`config.mk`:
```
export PLATFORM = sky130hd
export DESIGN_NAME = round_sequencer
export DESIGN_NICKNAME = d
export VERILOG_FILES = /design/src/rtl/round_sequencer.sv
export SDC_FILE = /design/constraint.sdc
export NUM_CORES = 1
export LEC_CHECK = 0
export CAP_MARGIN = 20
export CORE_UTILIZATION = 38
export DETAILED_ROUTE_END_ITERATION = 8
export PLACE_DENSITY = 0.58
export REMOVE_ABC_BUFFERS = 1
export SETUP_SLACK_MARGIN = 0.1
export SLEW_MARGIN = 0
export SYNTH_ARGS = -nofsm -noshare
export SYNTH_HDL_FRONTEND = slang
export SYNTH_SLANG_ARGS = --single-unit
export TNS_END_PERCENT = 20
```
`constraint.sdc`:
```
create_clock -name clk -period 2.6 [get_ports clk]
set_input_delay 0.52 -clock clk [delete_from_list [all_inputs] [get_ports clk]]
set_output_delay 0.52 -clock clk [all_outputs]
set_load 0.05 [all_outputs]
```
`src/rtl/round_sequencer.sv`:
```
// -----------------------------------------------------------------------------
// round_sequencer
//
// Phase sequencer for one bomb-dismantlement round. It waits for a start
// button edge, latches a 5-bit pseudo-random code, runs the timed
// code-display phase, then the countdown/entry phase, and resolves the round
// to WIN or LOSE. After the result has been held for END_SEC seconds it
// returns to IDLE on its own. It also drives the enables of the downstream
// display and entry blocks, and gives them a one-cycle reset pulse at every
// round start.
//
// Parameters:
//   CLK_HZ     clk cycles per 1 s tick (>= 2)
//   SHOW_SEC   seconds the code is displayed
//   INPUT_SEC  seconds allowed for code entry (1..31)
//   END_SEC    seconds the WIN/LOSE result is held (>= 1)
//
// Ports:
//   clk        system clock
//   rst_p      asynchronous, active-high reset
//   sw_en      master enable; low forces IDLE on the next edge
//   btn_start  debounced start button level; rising edge detected here
//   code_ok    one-cycle pulse: correct code entered
//   code_bad   one-cycle pulse: wrong code entered
//   code       round code, stable from SHOW entry until the next round start
//   sub_rst    one-cycle reset pulse to display/entry blocks (first SHOW cycle)
//   bomb_en    bomb matrix display enable (SHOW, INPUT)
//   show_en    code display enable (SHOW)
//   input_en   code-entry checker enable (INPUT)
//   secs_left  countdown value for the 7-segment display
//   success    high in WIN
//   fail       high in LOSE
//
// Optional feature (macro DIFFICULTY_RAMP_EN):
//   When it is defined, a win-streak counter shortens the entry window by
//   2 s per consecutive win, down to a 4 s floor. When it is undefined, the
//   entry window is always INPUT_SEC.
// -----------------------------------------------------------------------------
module round_sequencer #(
  parameter int CLK_HZ    = 50_000_000,
  parameter int SHOW_SEC  = 5,
  parameter int INPUT_SEC = 20,
  parameter int END_SEC   = 3
) (
  input  logic       clk,
  input  logic       rst_p,
  input  logic       sw_en,
  input  logic       btn_start,
  input  logic       code_ok,
  input  logic       code_bad,
  output logic [4:0] code,
  output logic       sub_rst,
  output logic       bomb_en,
  output logic       show_en,
  output logic       input_en,
  output logic [4:0] secs_left,
  output logic       success,
  output logic       fail
);

  localparam int               TICK_W     = (CLK_HZ > 1) ? $clog2(CLK_HZ) : 1;
  localparam logic [TICK_W-1:0] TICK_MAX  = TICK_W'(CLK_HZ - 1);
  localparam int               END_W      = (END_SEC > 1) ? $clog2(END_SEC) : 1;
  localparam logic [END_W-1:0]  END_MAX   = END_W'(END_SEC - 1);
  localparam logic [4:0]        SHOW_LOAD  = 5'(SHOW_SEC);
  localparam logic [4:0]        INPUT_LOAD = 5'(INPUT_SEC);

  typedef enum logic [2:0] {
    S_IDLE,
    S_SHOW,
    S_INPUT,
    S_WIN,
    S_LOSE
  } state_e;

  state_e            state_q,    state_d;
  logic [4:0]        lfsr_q,     lfsr_d;
  logic              btn_q,      btn_d;
  logic [TICK_W-1:0] tick_cnt_q, tick_cnt_d;
  logic [END_W-1:0]  end_cnt_q,  end_cnt_d;
  logic [4:0]        code_q,     code_d;
  logic [4:0]        secs_q,     secs_d;
  logic              sub_rst_q,  sub_rst_d;
  logic              bomb_en_q,  bomb_en_d;
  logic              show_en_q,  show_en_d;
  logic              input_en_q, input_en_d;
  logic              success_q,  success_d;
  logic              fail_q,     fail_d;

  logic       tick;
  logic       start_edge;
  logic [4:0] input_load;

  assign tick       = (tick_cnt_q == TICK_MAX);
  assign start_edge = btn_start & ~btn_q;

  // Fibonacci form of x^5 + x^3 + 1. The polynomial is primitive, so from any
  // non-zero seed it walks all 31 non-zero states and never locks up at zero.
  assign lfsr_d = {lfsr_q[3:0], lfsr_q[4] ^ lfsr_q[2]};
  assign btn_d  = btn_start;

`ifdef DIFFICULTY_RAMP_EN
  logic [4:0] streak_q, streak_d;
  logic [6:0] ramp_cut;

  // The entry window shrinks by 2 s per consecutive win but never drops
  // below 4 s. The comparison is done before the subtraction so it cannot wrap.
  always_comb begin
    ramp_cut = {1'b0, streak_q, 1'b0};
    if (7'(INPUT_SEC) >= ramp_cut + 7'd4) begin
      input_load = 5'(7'(INPUT_SEC) - ramp_cut);
    end else begin
      input_load = 5'd4;
    end
  end

  // The streak is updated from the resolved transition, so it follows the
  // same code_ok > code_bad > timeout priority as the FSM.
  always_comb begin
    streak_d = streak_q;
    if (!sw_en) begin
      streak_d = '0;
    end else if (state_q == S_INPUT && state_d == S_WIN) begin
      streak_d = (streak_q == 5'd15) ? streak_q : streak_q + 5'd1;
    end else if (state_q == S_INPUT && state_d == S_LOSE) begin
      streak_d = '0;
    end
  end

  always_ff @(posedge clk or posedge rst_p) begin
    if (rst_p) streak_q <= '0;
    else       streak_q <= streak_d;
  end
`else
  assign input_load = INPUT_LOAD;
`endif

  always_comb begin
    // NOTE: every signal gets a default before the case statement, so paths
    // that do not assign it hold or clear it instead of inferring a latch.
    state_d    = state_q;
    tick_cnt_d = tick ? '0 : tick_cnt_q + TICK_W'(1);
    end_cnt_d  = end_cnt_q;
    code_d     = code_q;
    secs_d     = secs_q;
    sub_rst_d  = 1'b0;

    if (!sw_en) begin
      // The master switch overrides every state. code is kept on purpose.
      state_d = S_IDLE;
      secs_d  = '0;
    end else begin
      case (state_q)
        S_IDLE: begin
          secs_d = '0;
          if (start_edge) begin
            state_d   = S_SHOW;
            code_d    = lfsr_q;
            secs_d    = SHOW_LOAD;
            sub_rst_d = 1'b1;
          end
        end

        S_SHOW: begin
          if (tick) begin
            if (secs_q == 5'd1) begin
              state_d = S_INPUT;
              secs_d  = input_load;
            end else begin
              secs_d = secs_q - 5'd1;
            end
          end
        end

        S_INPUT: begin
          // A result entered in the same cycle as the final tick beats the
          // timeout. secs_left then freezes at its current value.
          if (code_ok) begin
            state_d = S_WIN;
          end else if (code_bad) begin
            state_d = S_LOSE;
          end else if (tick) begin
            if (secs_q == 5'd1) begin
              state_d = S_LOSE;
              secs_d  = '0;
            end else begin
              secs_d = secs_q - 5'd1;
            end
          end
        end

        S_WIN, S_LOSE: begin
          if (tick) begin
            end_cnt_d = end_cnt_q + END_W'(1);
            if (end_cnt_q == END_MAX) begin
              state_d = S_IDLE;
              secs_d  = '0;
            end
          end
        end

        default: begin
          state_d = S_IDLE;
          secs_d  = '0;
        end
      endcase
    end

    // Each phase times itself from its own first cycle.
    if (state_d != state_q) begin
      tick_cnt_d = '0;
      end_cnt_d  = '0;
    end

    // The outputs decode the next state and are then registered, so they
    // change on the same edge as the state.
    bomb_en_d  = (state_d == S_SHOW) || (state_d == S_INPUT);
    show_en_d  = (state_d == S_SHOW);
    input_en_d = (state_d == S_INPUT);
    success_d  = (state_d == S_WIN);
    fail_d     = (state_d == S_LOSE);
  end

  always_ff @(posedge clk or posedge rst_p) begin
    if (rst_p) begin
      state_q    <= S_IDLE;
      lfsr_q     <= 5'b00001;
      btn_q      <= 1'b0;
      tick_cnt_q <= '0;
      end_cnt_q  <= '0;
      code_q     <= '0;
      secs_q     <= '0;
      sub_rst_q  <= 1'b0;
      bomb_en_q  <= 1'b0;
      show_en_q  <= 1'b0;
      input_en_q <= 1'b0;
      success_q  <= 1'b0;
      fail_q     <= 1'b0;
    end else begin
      // NOTE: non-blocking assignments make every flop sample the pre-edge
      // values, so the order of these lines does not matter.
      state_q    <= state_d;
      lfsr_q     <= lfsr_d;
      btn_q      <= btn_d;
      tick_cnt_q <= tick_cnt_d;
      end_cnt_q  <= end_cnt_d;
      code_q     <= code_d;
      secs_q     <= secs_d;
      sub_rst_q  <= sub_rst_d;
      bomb_en_q  <= bomb_en_d;
      show_en_q  <= show_en_d;
      input_en_q <= input_en_d;
      success_q  <= success_d;
      fail_q     <= fail_d;
    end
  end

  assign code      = code_q;
  assign sub_rst   = sub_rst_q;
  assign bomb_en   = bomb_en_q;
  assign show_en   = show_en_q;
  assign input_en  = input_en_q;
  assign secs_left = secs_q;
  assign success   = success_q;
  assign fail      = fail_q;

endmodule

```
# ---- After elaboration in Yosys (flattened, before gate mapping)
# Cells that the tools add are included.
# Widths: inputs -> output; s select.
dict set report op_classes {
  add_sub_neg 3
  multipliers 0
  div 0
  magnitude_cmp 0
  eq_ne 18
  shifts 0
  mux 31
  n_bitwise 3
  n_reduce_logical 9
}
# cell count
set ops {}
lappend ops {{$mux 26} 2}
lappend ops {{$mux 5} 9}
lappend ops {{$mux 3} 11}
lappend ops {{$add 26x1->26 const B} 1}
lappend ops {{$eq 26x26->1 const B} 1}
lappend ops {{$pmux 5 s4} 1}
lappend ops {{$ne 3x3->1 const B} 6}
lappend ops {{$eq 3x2->1 const B} 4}
lappend ops {{$pmux 3 s4} 1}
lappend ops {{$mux 2} 4}
lappend ops {{$eq 3x1->1 const B} 2}
lappend ops {{$eq 3x3->1 const B} 2}
lappend ops {{$reduce_and 3->1} 2}
lappend ops {{$reduce_and 6->1} 1}
lappend ops {{$reduce_bool 2->1} 3}
lappend ops {{$eq 5x1->1 const B} 1}
lappend ops {{$sub 5x1->5 const B} 1}
lappend ops {{$logic_not 3->1} 1}
lappend ops {{$mux 1} 3}
lappend ops {{$ne 3x3->1} 1}
lappend ops {{$add 2x1->2 const B} 1}
lappend ops {{$eq 2x2->1 const B} 1}
lappend ops {{$reduce_or 2->1} 1}
lappend ops {{$and 1x1->1} 1}
lappend ops {{other kinds (3)} 3}
dict set report totals {
  regBits 53
  latchBits 0
  ramBits 0
  rom_bits 0
  in_bits 6
  output_inout_bits 16
  wordCells 77
  memories 0
}

# ---- Longest topological paths before layout
# Gate-level depths: netlist of run 1.
dict set report depth {
  ltp_word 10
  mapped_depth 9
  depth_no_buf 8
}

# ---- Least setup slack after synthesis of run 1
# Ideal clock, no wire load.
dict set report synth_path {
  kind {reg-to-reg}
  from {reg secs_q[0] (netlist: secs_left[0])}
  to {reg bomb_en_q (netlist: bomb_en)}
  setup_ns 0.139
  arrival_time_ns 2.055
  required_ns 2.461
  setup_slack_ns 0.406
  stages_incl_launch_ff 8
  path_buffers 0
  period_less_slack_ns 2.194
  path_cell_list {dfrtp_1 > ha_1 > or4b_1 > a21oi_1 > o2111a_1 > o21ai_0 > nand2_1 > o22ai_1}
}
dict set report synth_between {
  elab_chain_cells 9
  elab_cells_between_ends 12
  classes_between {3 x eq/ne; 8 x mux; 1 x reduce/logical}
}
# element line_no
set synth_rtl {}
lappend synth_rtl {{from (decl)} 82} ;# logic [4:0] secs_q, secs_d;
lappend synth_rtl {{from (signal assigned)} 248} ;# secs_q <= secs_d;
lappend synth_rtl {{$eq 5x1->1 (*)} {166, 183}}
lappend synth_rtl {{$mux 3} 183} ;# if (secs_q == 5'd1) begin
lappend synth_rtl {{$mux 3} 182} ;# end else if (tick) begin
lappend synth_rtl {{$mux 3} 180} ;# end else if (code_bad) begin
lappend synth_rtl {{$mux 3} 178} ;# if (code_ok) begin
lappend synth_rtl {{$pmux 3 s4 (*)} 153} ;# case (state_q)
lappend synth_rtl {{$mux 3 (*)} 148} ;# if (!sw_en) begin
lappend synth_rtl {{$eq 3x1->1 / $eq 3x2->1 (equally long branches)} 217} ;# bomb_en_d = (state_d == S_SHOW) || (state_d == S_INPUT);
lappend synth_rtl {{$logic_or 1x1->1 (*)} 217}
lappend synth_rtl {{named net bomb_en_d} 84} ;# logic bomb_en_q, bomb_en_d;
lappend synth_rtl {{to (signal assigned)} 250} ;# bomb_en_q <= bomb_en_d;
lappend synth_rtl {{to (decl)} 84}
# Mark *: on every way through the listed nets, which the timed path passes. The rest lies on a longest branch.
# A chain may end at the register's enable or synchronous reset.

# ---- Worst setup path in the final report of run 1
dict set report layout_path {
  from {reg tick_cnt_q[7]}
  to {reg tick_cnt_q[10]}
}
dict set report layout_between {
  elab_chain_cells 8
  elab_cells_between_ends 12
  classes_between {1 x add/sub; 2 x eq/ne; 9 x mux}
}
# element line_no
set layout_rtl {}
lappend layout_rtl {{from (decl)} 79} ;# logic [TICK_W-1:0] tick_cnt_q, tick_cnt_d;
lappend layout_rtl {{from (signal assigned)} 245} ;# tick_cnt_q <= tick_cnt_d;
lappend layout_rtl {{$eq 26x26->1} 94} ;# assign tick = (tick_cnt_q == TICK_MAX);
lappend layout_rtl {{$mux 3} 182}
lappend layout_rtl {{$mux 3} 180}
lappend layout_rtl {{$mux 3} 178}
lappend layout_rtl {{$pmux 3 s4} 153}
lappend layout_rtl {{$mux 3} 148}
lappend layout_rtl {{$ne 3x3->1} 210} ;# if (state_d != state_q) begin
lappend layout_rtl {{$mux 26 (*)} 210}
lappend layout_rtl {{named net tick_cnt_d[10]} 79}
# Marked as above.

==> results of run 1 <==
## layout by cell type (no fill, tap or decap), drive strengths merged, types with 3 or more instances in the layout
| master | count |
|---|---|
| dfrtp | 52 |
| nor2 | 43 |
| nand2 | 27 |
| clkdlybuf4s50 | 21 |
| xor2 | 17 |
| inv | 13 |
| xnor2 | 11 |
| o21ai | 11 |
| nand4 | 10 |
| and3 | 9 |
| nand3 | 9 |
| a21oi | 8 |
| nor3 | 8 |
| mux2i | 6 |
| buf | 6 |
| mux2 | 5 |
| clkbuf | 5 |
| nand3b | 4 |
| ha | 4 |
| nand2b | 4 |
| nor4 | 3 |
## where the power goes
part / total [mW] / internal (mW) / switching (mW)
clock network: 0.656 / 0.382 / 0.273
registers: 0.931 / 0.869 / 0.0613
logic: 0.325 / 0.124 / 0.201
## logic make-up (layout without fill, tap and decap cells)
logic type      Yosys count  after routing  share of synthesized area
fa+ha+maj                 4              4                     0.0184
mux                      11             11                     0.0428
buf+inv                  21             48                     0.0387
flops                    53             53                      0.488
simple gates            129            129                      0.246
xor+xnor                 28             28                     0.0902
compound gates           31             31                     0.0755
## flip-flops by register name, indices dropped and copies added (netlist names)
register / flops
bomb_en: 1
btn_q: 1
code: 5
end_cnt_q: 2
fail: 1
input_en: 1
lfsr_q: 5
secs_left: 5
show_en: 1
state_q: 3
sub_rst: 1
success: 1
tick_cnt_q: 26
## metal layers
metal,part of all wire,vias up
met2,0.50,26
li1,-,1002
met4,0.0091,0
met1,0.46,960
met3,0.029,5
met5,0,-
## layout make-up
class                           instances  area [um2]
Fill cell                             666        3680
Sequential cell                        53        1330
Multi-Input combinational cell        203        1290
Timing Repair Buffer                   27         268
Tap cell                               96         120
Clock buffer                            5        68.8
Clock inverter                          3        65.1
Inverter                               13        48.8
## final timing paths
path                                         startpoint                        to  slack, ns  depth (start not counted)
worst max-delay path            tick_cnt_q[7]$_DFF_PP0_  tick_cnt_q[10]$_DFF_PP0_       0.37                          6
worst min-delay path                lfsr_q[1]$_DFF_PP0_       lfsr_q[2]$_DFF_PP0_       0.38                          0
worst max register to register  tick_cnt_q[7]$_DFF_PP0_  tick_cnt_q[10]$_DFF_PP0_       0.37                          6
worst min register to register      lfsr_q[1]$_DFF_PP0_       lfsr_q[2]$_DFF_PP0_       0.38                          0
max in group asynchronous                         rst_p  tick_cnt_q[20]$_DFF_PP0_       1.54                          3
min in group asynchronous                         rst_p      state_q[2]$_DFF_PP0_       0.53                          2
==> results.md, run 1 <==
- Slew @ Worst Pin: 0.545 ns
- H-tree depth: 2
- Global Route Usage Sum: 0.159
- Syn Area/Cell: 9.82 um2
- # diodes: 0
- Die extent in x: 86.6 um
- Most Crowded Layer GR: met2
- Post_cts resized: 0
- Routed WL: 5290 um
- Top Ports: 22
- Yosys warnings: 0
- FP Rows: 30
- Via density: 4.98
- Final core occ: 0.464
- Period utilization: 0.859
- Clock Path Buffers: 2
- Leakage: 1.45 nW
- Initial antenna violation count: 0
- Final setup fails: 0
- Crit-path leading delay family: simple AND/OR/NAND/NOR gates
- Worst path bufs/invs: 0
- Worst setup margin: 0.368 ns
- Hold WS: 0.384 ns
- Per-cell routed wire length: 13.2 um
- Fin area: 0.00318 mm2
- Largest net degree at the start of global routing: 34
- Most frequent cell after synthesis: dfrtp_1
- Post-Place Cells: 392
- Netlist cell types: 52
- Pre-CTS setup slack: 0.202 ns
- CTS sink cnt: 53
- Clock Latency Late Sink: 0.31 ns
- Fin. max-slew vios: 0
- CP max-delay cell: or4_1
- Min cycle time layout: 2.23 ns
- Detailed Routing Iterations Pass 1: 4
- PD cells: 600 mW/mm2
- Initial core utilization: 0.396
- Iter 0 DRT Violations: 73
- Top post-synthesis cells by area: dfrtp_1, nor2_1, xor2_1
- Number of global-route vias before repair: 1997
- Final #Nets: 313
- DR vias: 1993
- Dpl hpwl: 3890 um
- Met1 usage: 0.202
- CORE AREA: 0.00687 mm2
- Area leader, netlist: dfrtp_1
- Area after DPL: 0.00305 mm2
- Hold Fails Final Rpt: 0
- Critical path arrival: 2.41 ns
- Rel. slew slack: 0.634
- Post-synth EDFFs: 0
- Grt total ovfl: 0
- Max Cap Viol: 0
- First-pass GRT wire length: 9390 um
- Synth async-reset ratio: 1.00
- HP Class: reg -> reg
- Part of the Yosys area used for sequential elements: 0.488
- Die area: 0.00750 mm2
- CP cell instances: or4_1 > nor4_4 > nand2_1 > o21ai_2 > nand2b_2 > nor2_1
- Share of cells above drive strength 1: 0.105
- Syn Inst Count: 277
- RD Place Congestion: 0.793
- Critical path startpoint category: register
- Final std cells w/o fill: 400
- Pwr Total: 1.91 mW
- Post-synthesis cell area: 0.00272 mm2
- Critical Path Fanout Max: 12
- RSZ-0062 raised after global routing: false
- CP peak stage delay: 0.59 ns
- CTS tree: done
- Hold Buf Count CTS: 0
- #FFs+latches synth: 53
- Worst Clk Skew: 0.0134 ns
- Critical Path RT: 2.78 ns
- Port Buf Inserts: 21
- Post-CTS setup buffers: 0
- Grt met3 use: 0.0276
- Met2 GRT Util: 0.284
- Root buffer cell: clkbuf_8
- Max Fclk: 448 MHz
- Top cells by count, synth: dfrtp_1, nor2_1, nand2_1
- Layout area overhead: 17.1%
- Worst setup path category: reg -> reg
- Total clock buffers created by CTS: 5
- Die height: 86.6 um
- Antenna viol nets, final: 0
- Clock transition at the registers of the reported paths: 0.09 ns
- CP endpoint kind: register
- Remaining DRCs: 0
- Status: finished clean
- TNS Setup: 0 ns
- Max rail drop VDD: 361 uV
- Predominant post-synthesis flop cell: dfrtp_1
- Post-synth top area share: 0.479
Power figures use the tool's default switching activity.
==> inputs of run 2 (changes only) <==
GPL_TIMING_DRIVEN = 0   (was not set)
TNS_END_PERCENT = not set   (was 20)
==> results.md, run 2 (same netlist as run 1, synthesis figures left out) <==
- Pwr Total: 1.74 mW
- HP Class: reg -> reg
- PD cells: 557 mW/mm2
- Worst r2r dst: tick_cnt_q[16]$_DFF_PP0_
- Dpl hpwl: 3750 um
- Detailed Routing Iterations Pass 1: 4
- Period utilization: 0.858
- CTS tree: done
- Clock network power share: 0.280
- Internal power: 1.18 mW
- Critical Path Fanout Max: 12
- Leakage: 1.41 nW
- Clock Latency Late Sink: 0.31 ns
- Root buffer cell: clkbuf_8
- Remaining DRCs: 0
- Iter 0 DRT Violations: 62
- First-pass GRT wire length: 9110 um
- Sequential power share: 0.535
- Worst Clk Skew: 0.0138 ns
- Clock transition at the registers of the reported paths: 0.10 ns
- Flop2flop setup slack: 0.37 ns
- Total clock buffers created by CTS: 5
- Pre-CTS setup slack: -0.190 ns
- Clock Path Buffers: 2
- Critical path startpoint category: register
- Max Fclk: 448 MHz
- Initial core utilization: 0.396
- Worst setup margin: 0.369 ns
- Die extent in x: 86.6 um
- Net load switching power: 0.556 mW
- Max rail drop VDD: 299 uV
- Net Sw Frac: 0.320
- Reg2reg start: tick_cnt_q[7]$_DFF_PP0_
- Max reg flops: 26
- Fin. max-slew vios: 0
- # fillers: 671
- Initial antenna violation count: 0
- Post-CTS setup buffers: 0
- Critical path arrival: 2.41 ns
- Max Cap Viol: 0
- Hold Buf Count CTS: 0
- CTS sink cnt: 53
- FF-to-FF path depth: 6
- Hold Path Sink: lfsr_q[4]$_DFF_PP0_
- Slew @ Worst Pin: 0.567 ns
- Final setup fails: 0
- H-tree depth: 2
- # diodes: 0
- Number of global-route vias before repair: 1972
- Min cycle time layout: 2.23 ns
- Rel. slew slack: 0.621
- Critical Path RT: 2.78 ns
- Final std cells w/o fill: 395
- DR vias: 2006
- Worst setup path category: reg -> reg
- CP endpoint kind: register
- Final #Nets: 308
- Via density: 5.08
- Most common cell after layout, fill and taps aside: dfrtp_1
- Die area: 0.00750 mm2
- Post-Place Cells: 387
- Largest net degree at the start of global routing: 36
- CORE AREA: 0.00687 mm2
- FP Rows: 30
- Status: finished clean
- Top Ports: 22
- Global Route Usage Sum: 0.153
- RD Place Congestion: 0.818
- Routed WL: 5290 um
- Comb power frac: 0.184
- Largest Register: tick_cnt_q
- Layout area overhead: 14.8%
- Die height: 86.6 um
- Share of cells above drive strength 1: 0.0970
- Per-cell routed wire length: 13.4 um
- Most frequent cells in the layout: dfrtp_1, nor2_1, nand2_1
- Hold Fails Final Rpt: 0
- Port Buf Inserts: 21
- Worst hold path stage count: 0
- Grt total ovfl: 0
- Hold_sp: lfsr_q[3]$_DFF_PP0_
- RSZ-0062 raised after global routing: false
- Antenna viol nets, final: 0
run 2: changes by cell type in the layout (fill, tap and decap cells not counted), sizes merged:
cell / previous run / this run
dlymetal6s2s: 0 / 1
bufinv: 2 / 0
inv: 13 / 14
buf: 6 / 1
clkdlybuf4s50: 21 / 20
clkinvlp: 0 / 1
run 2: power by group through the flow:
| stage | registers [mW] | logic (mW) | clock network (mW) |
|---|---|---|---|
| floorplan | 0.983 | 0.181 | 0 |
| finish | 0.931 | 0.321 | 0.488 |
| global placement | 0.945 | 0.316 | 0 |
| global route | 0.938 | 0.361 | 0.531 |
| detailed placement | 0.946 | 0.321 | 0 |
| CTS | 0.930 | 0.322 | 0.508 |
run 2: critical path: stages, from the launching register on:
cell      delay (ns)
dfrtp_1         0.43
or4_1           0.58
nor4_4          0.35
nand2_1         0.16
o21ai_2         0.19
nand2b_2        0.31
nor2_1          0.09
run 2: how the worst max path moves through the flow:
| stage | from | to | slack, ns | cells past startpoint |
|---|---|---|---|---|
| 4_1_cts | sw_en | tick_cnt_q[20]$_DFF_PP0_ | 0.12 | 7 |
| 6_report | tick_cnt_q[7]$_DFF_PP0_ | tick_cnt_q[16]$_DFF_PP0_ | 0.37 | 6 |
| 3_5_place_dp | sw_en | tick_cnt_q[20]$_DFF_PP0_ | -0.19 | 7 |
| 5_1_grt | state_q[1]$_DFF_PP0_ | tick_cnt_q[15]$_DFF_PP0_ | 0.17 | 6 |
| 3_3_place_gp | rst_p | input_en$_DFF_PP0_ | -0.25 | 2 |
| 2_1_floorplan | secs_left[0]$_DFFE_PP0P_ | bomb_en$_DFF_PP0_ | 0.41 | 7 |
run 2: stage by stage:
stage	hold WS [ns]	util	TNS, ns	area, um2
after global routing	0.412	0.454	0	3120
after detailed placement	0.357	0.439	-2.97	3010
final	0.378	0.454	0	3120
after CTS	0.383	0.452	0	3110
after global placement	0.357	0.436	-16.03	2990
after floorplan	0.350	-	0	2660
run 2: area by class of cell:
type                    count  area [um2]  share of cell area
flip-flops and latches     53        1330               0.425
clock buffers               5        68.8              0.0220
clock inverters             3        25.0             0.00802
well taps                  96         120              0.0385
repair buffers             22         233              0.0745
inverters                  13        48.8              0.0156
multi-input cells         203        1300               0.416
run 2: repair_timing:
action	in CTS	in global routing
endpoints found under the hold margin	0	0
gates resized for setup	0	3
setup endpoints to repair	0	31
run 2: metal layers:
| metal | vias up | GRT usage | routed length, um |
|---|---|---|---|
| li1 | 993 | - | - |
| met1 | 970 | 0.195 | 2480 |
| met2 | 37 | 0.266 | 2580 |
| met3 | 6 | 0.0267 | 171 |
| met4 | 0 | 0.0470 | 53 |
| met5 | - | 0 | 0 |
